## config.mk

```make
export PLATFORM = sky130hd
export DESIGN_NAME = gpio_in_conditioner
export DESIGN_NICKNAME = d
export VERILOG_FILES = /design/src/rtl/gpio_in_conditioner.sv
export SDC_FILE = /design/constraint.sdc
export NUM_CORES = 1
export LEC_CHECK = 0
export ABC_AREA = 1
export CORE_ASPECT_RATIO = 2
export CORE_MARGIN = 1.5
export CORE_UTILIZATION = 55
export CTS_CLUSTER_DIAMETER = 30
export CTS_CLUSTER_SIZE = 20
export DETAILED_ROUTE_END_ITERATION = 8
export PLACE_DENSITY = 0.92
export RECOVER_POWER = 50
export SLEW_MARGIN = 5
export SYNTH_ARGS = -nofsm -noshare
export SYNTH_HDL_FRONTEND = slang
export SYNTH_SLANG_ARGS = --single-unit
```

## constraint.sdc

```tcl
create_clock -name i_clk -period 1.9 [get_ports i_clk]
set_input_delay 0.285 -clock i_clk [delete_from_list [all_inputs] [get_ports i_clk]]
set_output_delay 0.285 -clock i_clk [all_outputs]
set_load 0.005 [all_outputs]
```

## src/rtl/gpio_in_conditioner.sv

```systemverilog
// Per-bit synchronizer + debounce filter for raw GPIO pins, with 1-cycle rise/fall pulses.
// Latency SYNC_STAGES+DEBOUNCE_CYCLES edges (SYNC_STAGES+1 when bypassed); no backpressure, all outputs registered.
module gpio_in_conditioner #(
  parameter int                WIDTH           = 32,
  parameter int                SYNC_STAGES     = 2,
  parameter int                DEBOUNCE_CYCLES = 16,
  parameter logic [WIDTH-1:0]  RESET_VALUE     = '0
) (
  input  logic             i_clk,
  input  logic             i_rst,
  input  logic [WIDTH-1:0] i_pins,
  input  logic [WIDTH-1:0] i_bypass_mask,
  output logic [WIDTH-1:0] o_gpio_in,
  output logic [WIDTH-1:0] o_rise,
  output logic [WIDTH-1:0] o_fall
);

  localparam int             CW       = $clog2(DEBOUNCE_CYCLES + 1);
  localparam logic [CW-1:0]  CNT_LAST = CW'(DEBOUNCE_CYCLES - 1);

  logic [WIDTH-1:0] sync_q [SYNC_STAGES];
  logic [WIDTH-1:0] sync;
  logic [CW-1:0]    cnt_q  [WIDTH];
  logic [CW-1:0]    cnt_d  [WIDTH];
  logic [WIDTH-1:0] level_d;

  assign sync = sync_q[SYNC_STAGES-1];

  always_ff @(posedge i_clk) begin
    if (i_rst) begin
      for (int s = 0; s < SYNC_STAGES; s++) sync_q[s] <= RESET_VALUE;
    end else begin
      sync_q[0] <= i_pins;
      for (int s = 1; s < SYNC_STAGES; s++) sync_q[s] <= sync_q[s-1];
    end
  end

  // Any agreeing cycle (or bypass) clears the run; the last disagreeing cycle commits the new level.
  always_comb begin
    level_d = o_gpio_in;
    for (int i = 0; i < WIDTH; i++) begin
      cnt_d[i] = '0;
      if (i_bypass_mask[i]) begin
        level_d[i] = sync[i];
      end else if (sync[i] != o_gpio_in[i]) begin
        if (cnt_q[i] == CNT_LAST) level_d[i] = sync[i];
        else                      cnt_d[i]   = cnt_q[i] + CW'(1);
      end
    end
  end

  always_ff @(posedge i_clk) begin
    if (i_rst) begin
      o_gpio_in <= RESET_VALUE;
      o_rise    <= '0;
      o_fall    <= '0;
      for (int i = 0; i < WIDTH; i++) cnt_q[i] <= '0;
    end else begin
      o_gpio_in <= level_d;
      o_rise    <= level_d & ~o_gpio_in;
      o_fall    <= ~level_d & o_gpio_in;
      for (int i = 0; i < WIDTH; i++) cnt_q[i] <= cnt_d[i];
    end
  end

endmodule
```

# [Yosys cells after proc, flatten, opt, wreduce, memory -nomap -nowiden]
# Memory sizes are Yosys's and may differ from the RTL's.
# Index checks and enable logic that the tools add are counted.
[op_classes] muxes=229 bitwise_logic=38 add_sub_neg=32 n_eq_ne=64
[op_table] cell="$mux W5" count=128
[op_table] cell="$add A5 B1 Y5 const B" count=32
[op_table] cell="$eq A5 B4 Y1 const B" count=32
[op_table] cell="$mux W1" count=99
[op_table] cell="$and A32 B32 Y32" count=2
[op_table] cell="$mux W32" count=2
[op_table] cell="$not A32 Y32" count=2
[op_table] cell="$or A1 B1 Y1" count=34
[op_table] cell="$ne A1 B1 Y1" count=32
[totals] ff_bits=96 mem_count=2 out_inout_bits=96 in_bits=66 ram_bits=224
[memory_table] memory="cnt_q" words=32 width=5 read_ports=32 rd_clocked_by_memory_dff=0 wr=32 line="23" text="logic [CW-1:0] cnt_q [WIDTH];"
[memory_table] memory="sync_q" words=2 width=32 read_ports=2 rd_clocked_by_memory_dff=0 wr=2 line="21" text="logic [WIDTH-1:0] sync_q [SYNC_STAGES];"

# [Depth between registers and ports, before layout]
[logic_depth] depth_word=6 mapped_depth=9 mapped_depth_nobuf=9

# [Worst setup path after synthesis]
# No wires, ideal clock.
[synth_timing] path_type="register to register" from="memory cnt_q[0][10] in the netlist's numbering" to="memory cnt_q[0][13] in the netlist's numbering" setup_ns=0.056 arrival_time_ns=1.332 setup_slack_ns=0.512 period_less_slack_ns=1.388 path_stages_with_launch=10 cell_sequence="dfxtp_1 ha_1 nand2_1 nor2_1 ha_1 nor2_1 nand2_1 nor2_1 nand2_1 inv_1"
[synth_rtl] element="from (decl)" line="23"

# [Final worst setup path]
[layout_timing] from="register o_gpio_in[30]" to="output o_gpio_in[30]"
[layout_rtl] element="from (decl)" line="13" text="output logic [WIDTH-1:0] o_gpio_in,"
[layout_rtl] element="from (signal assigned)" line="59" text="o_gpio_in <= level_d;"
# No word-level cell between the ends.

==> run summary <==
outcome: finished clean
global router's overall resource usage: 21.6%
CTS max path bufs: 3
area added between synthesis and finish: 24.7%
HPWL Detailed: 17400 µm
I/O Pins: 162
total clock buffers created by CTS: 36
count of flip-flops with a built-in enable after synthesis: 0
Die Wd: 109 µm
pre-CTS setup slack: 0.292 ns
setup slack of the critical path after layout: 0.110 ns
category of the most critical setup path: reg2out
initial antenna violation count: 2
DRC violations left: 0
commonest cells in the synthesized netlist: sky130_fd_sc_hd__nor2_1 (336), sky130_fd_sc_hd__dfxtp_1 (320), sky130_fd_sc_hd__nand2_1 (305)
leading cell type by number of instances after synthesis: sky130_fd_sc_hd__nor2_1
wire length of the first global-routing pass: 41500 µm
maximum clock frequency: 559 MHz
worst path required time: 1.62 ns
WL per Instance: 12.5 µm
Post-Route WL: 25100 µm
sum of overflow across all layers after global routing: 0
power density of the placed cells: 951 nW/µm²
number of DRC markers in iteration 0: 417
CTS tree: yes
number of pins with negative max-slew slack in the final report: 0
worst clock skew: 0.0101 ns
vias per inst: 4.97
worst voltage drop across the vdd grid: 0.000899 V
Die Outline Area: 23500 µm²
main flop type after synthesis: sky130_fd_sc_hd__dfxtp_1
synthesized net count: 1651
library cells used by synthesis: 19
critical path capture point type: output port
register bit count reported by yosys: 320
worst rel slew slack: 23.0%
final period utilization: 94.2%
final period demand of the worst path: 1.79 ns
final setup fails: 0
largest area contributor in the netlist: sky130_fd_sc_hd__dfxtp_1
number of cells produced by synthesis: 1521
count of maximum capacitance violations: 0
floorplan core area: 22200 µm²
slew at the pin closest to its max-slew limit: 1.15 ns
layout cell share with drive strength beyond 1: 5.66%
setup repair after global routing missed its margin: no
Pre-antenna DRT Iters: 5
endpoint arrival time on the critical path: 1.51 ns
kind of launch point of the worst setup path: flip-flop
ys async rst share: 0%
total negative setup slack: 0 ns
synth top area cells: sky130_fd_sc_hd__dfxtp_1 (52%), sky130_fd_sc_hd__nor2_1 (10%), sky130_fd_sc_hd__nand2_1 (9.2%), sky130_fd_sc_hd__inv_1 (8.4%), sky130_fd_sc_hd__ha_1 (6.5%)
number of hold buffers added after cts: 0
clock latency reported for the late side of the worst-skew pair: 0.51 ns
average footprint of a synthesized cell: 8.15 µm²
largest incremental delay on the critical path: 0.59 ns
Site Rows: 77
post-synthesis instance area: 12400 µm²
sequential share of the synthesized area: 51.7%
critical path's top delay family: buffers and inverters
vias in the first global route: 10.2k
die height: 215 µm
area of all placed cells without fillers: 15400 µm²
portion of synthesized cell area occupied by the leading cell type: 51.7%
clk sinks: 320
class of the tightest hold or removal check: in2reg
worst path buffer plus inverter count: 1
final net count: 1834
initial core utilization: 55.9%
peak fanout along the critical path: 5
CTS clk-pin slew, worst paths: 0.07 ns
vias after detailed routing: 9982
weighted congestion at the end of routability-driven global placement: 0.747
number of levels in the clock H-tree: 2
number of warnings printed during yosys synthesis: 0
ordered list of cells on the worst path: clkdlybuf4s50_1
largest net degree at the start of global routing: 56
total count of hold-check failures in the final report: 0
static leakage: 0.00657 µW
I/O Buffers: 161
count of nets left with antenna violations after detail routing: 0
root buf cell: sky130_fd_sc_hd__clkbuf_16
post-CTS sizing: 0
placed cell areas: 14300 µm²
Critical-path top delay cell: sky130_fd_sc_hd__clkdlybuf4s50_1
# Post-CTS Setup Buffers: 0
-- cells by family after synthesis --
group	Yosys count	share of synthesized area [%]
AOI/OAI and AO/OA	27	1.09
xor gates and xnor gates	32	2.26
adders and majority gates	64	6.46
buffers and inverters	298	9.79
DFF	320	51.7
and+or+nand+nor	780	28.7
-- metrics by stage --
stage               total power, µW  util (%)  instances  hold slack (ns)
global route                  15200      69.7       2009            0.297
global placement               7730      64.3       1942            0.390
floorplan                      7450         -       1521            0.388
finish                        14700      69.7       2009            0.287
CTS                           14800      70.0       2007            0.254
detailed placement             7770      64.3       1942            0.396
-- layout by cell type (no fill, tap or decap), types with 8 or more instances in the layout --
cell type,count
sky130_fd_sc_hd__ha_1,64
sky130_fd_sc_hd__xnor2_1,32
sky130_fd_sc_hd__inv_1,276
sky130_fd_sc_hd__dfxtp_1,320
sky130_fd_sc_hd__clkbuf_16,36
sky130_fd_sc_hd__nand4_1,35
sky130_fd_sc_hd__nand2_1,305
sky130_fd_sc_hd__nand3_1,38
sky130_fd_sc_hd__clkdlybuf4s50_1,159
sky130_fd_sc_hd__nor3_1,8
sky130_fd_sc_hd__nor2_1,340
sky130_fd_sc_hd__nor4_1,27
sky130_fd_sc_hd__o21ai_0,27
sky130_fd_sc_hd__nand4_4,19
-- registers in the layout, indices dropped and copies added, names as in the netlist --
signal	flops
o_rise	32
sync_q	64
o_gpio_in	32
cnt_q	160
o_fall	32
-- worst reg2reg max path, delay by kind of cell, from the launching register on --
kind                     cells  cell delay [ns]
flip-flops                   1             0.34
AO/OA/AOI/OAI                1             0.26
AND/OR/NAND/NOR              4             0.61
adder cells (fa/ha/maj)      2             0.40
-- final timing paths --
kind                            start                        to  slack, ns  depth (start not counted)
min reg2reg   sync_q[0][3]$_SDFF_PP0_  sync_q[0][35]$_SDFF_PP0_       0.40                          2
max reg2reg   cnt_q[0][40]$_SDFF_PP0_   o_gpio_in[8]$_SDFF_PP0_       0.20                          7
max          o_gpio_in[30]$_SDFF_PP0_             o_gpio_in[30]       0.11                          1
min                        i_pins[15]  sync_q[0][15]$_SDFF_PP0_       0.29                          3
-- metal layers --
metal  up-vias  track usage (%)  part of all wire [%]
li1       5025                -                     -
met1      4588             18.4                    34
met2       259             42.3                    55
met3       110             4.16                   4.6
met4         0             14.7                   5.6
met5         -                0                     0
-- cell type report --
type,instances,area [µm²]
Antenna cell,2,5.00
Clock buffer,41,970
Clock inverter,24,282
Fill cell,1570,6710
Inverter,277,1040
Multi-Input combinational cell,903,4730
Sequential cell,320,6410
Tap cell,276,345
Timing Repair Buffer,166,1660
-- report_power, final --
group	leakage [µW]	internal, µW	total, µW	switching, µW
Clock	0.000597	4090	7070	2970
Combinational	0.00338	311	698	387
Sequential	0.00260	6830	6920	88.6
Total	0.00657	11200	14700	3450
(Power assumes the default switching activity.)
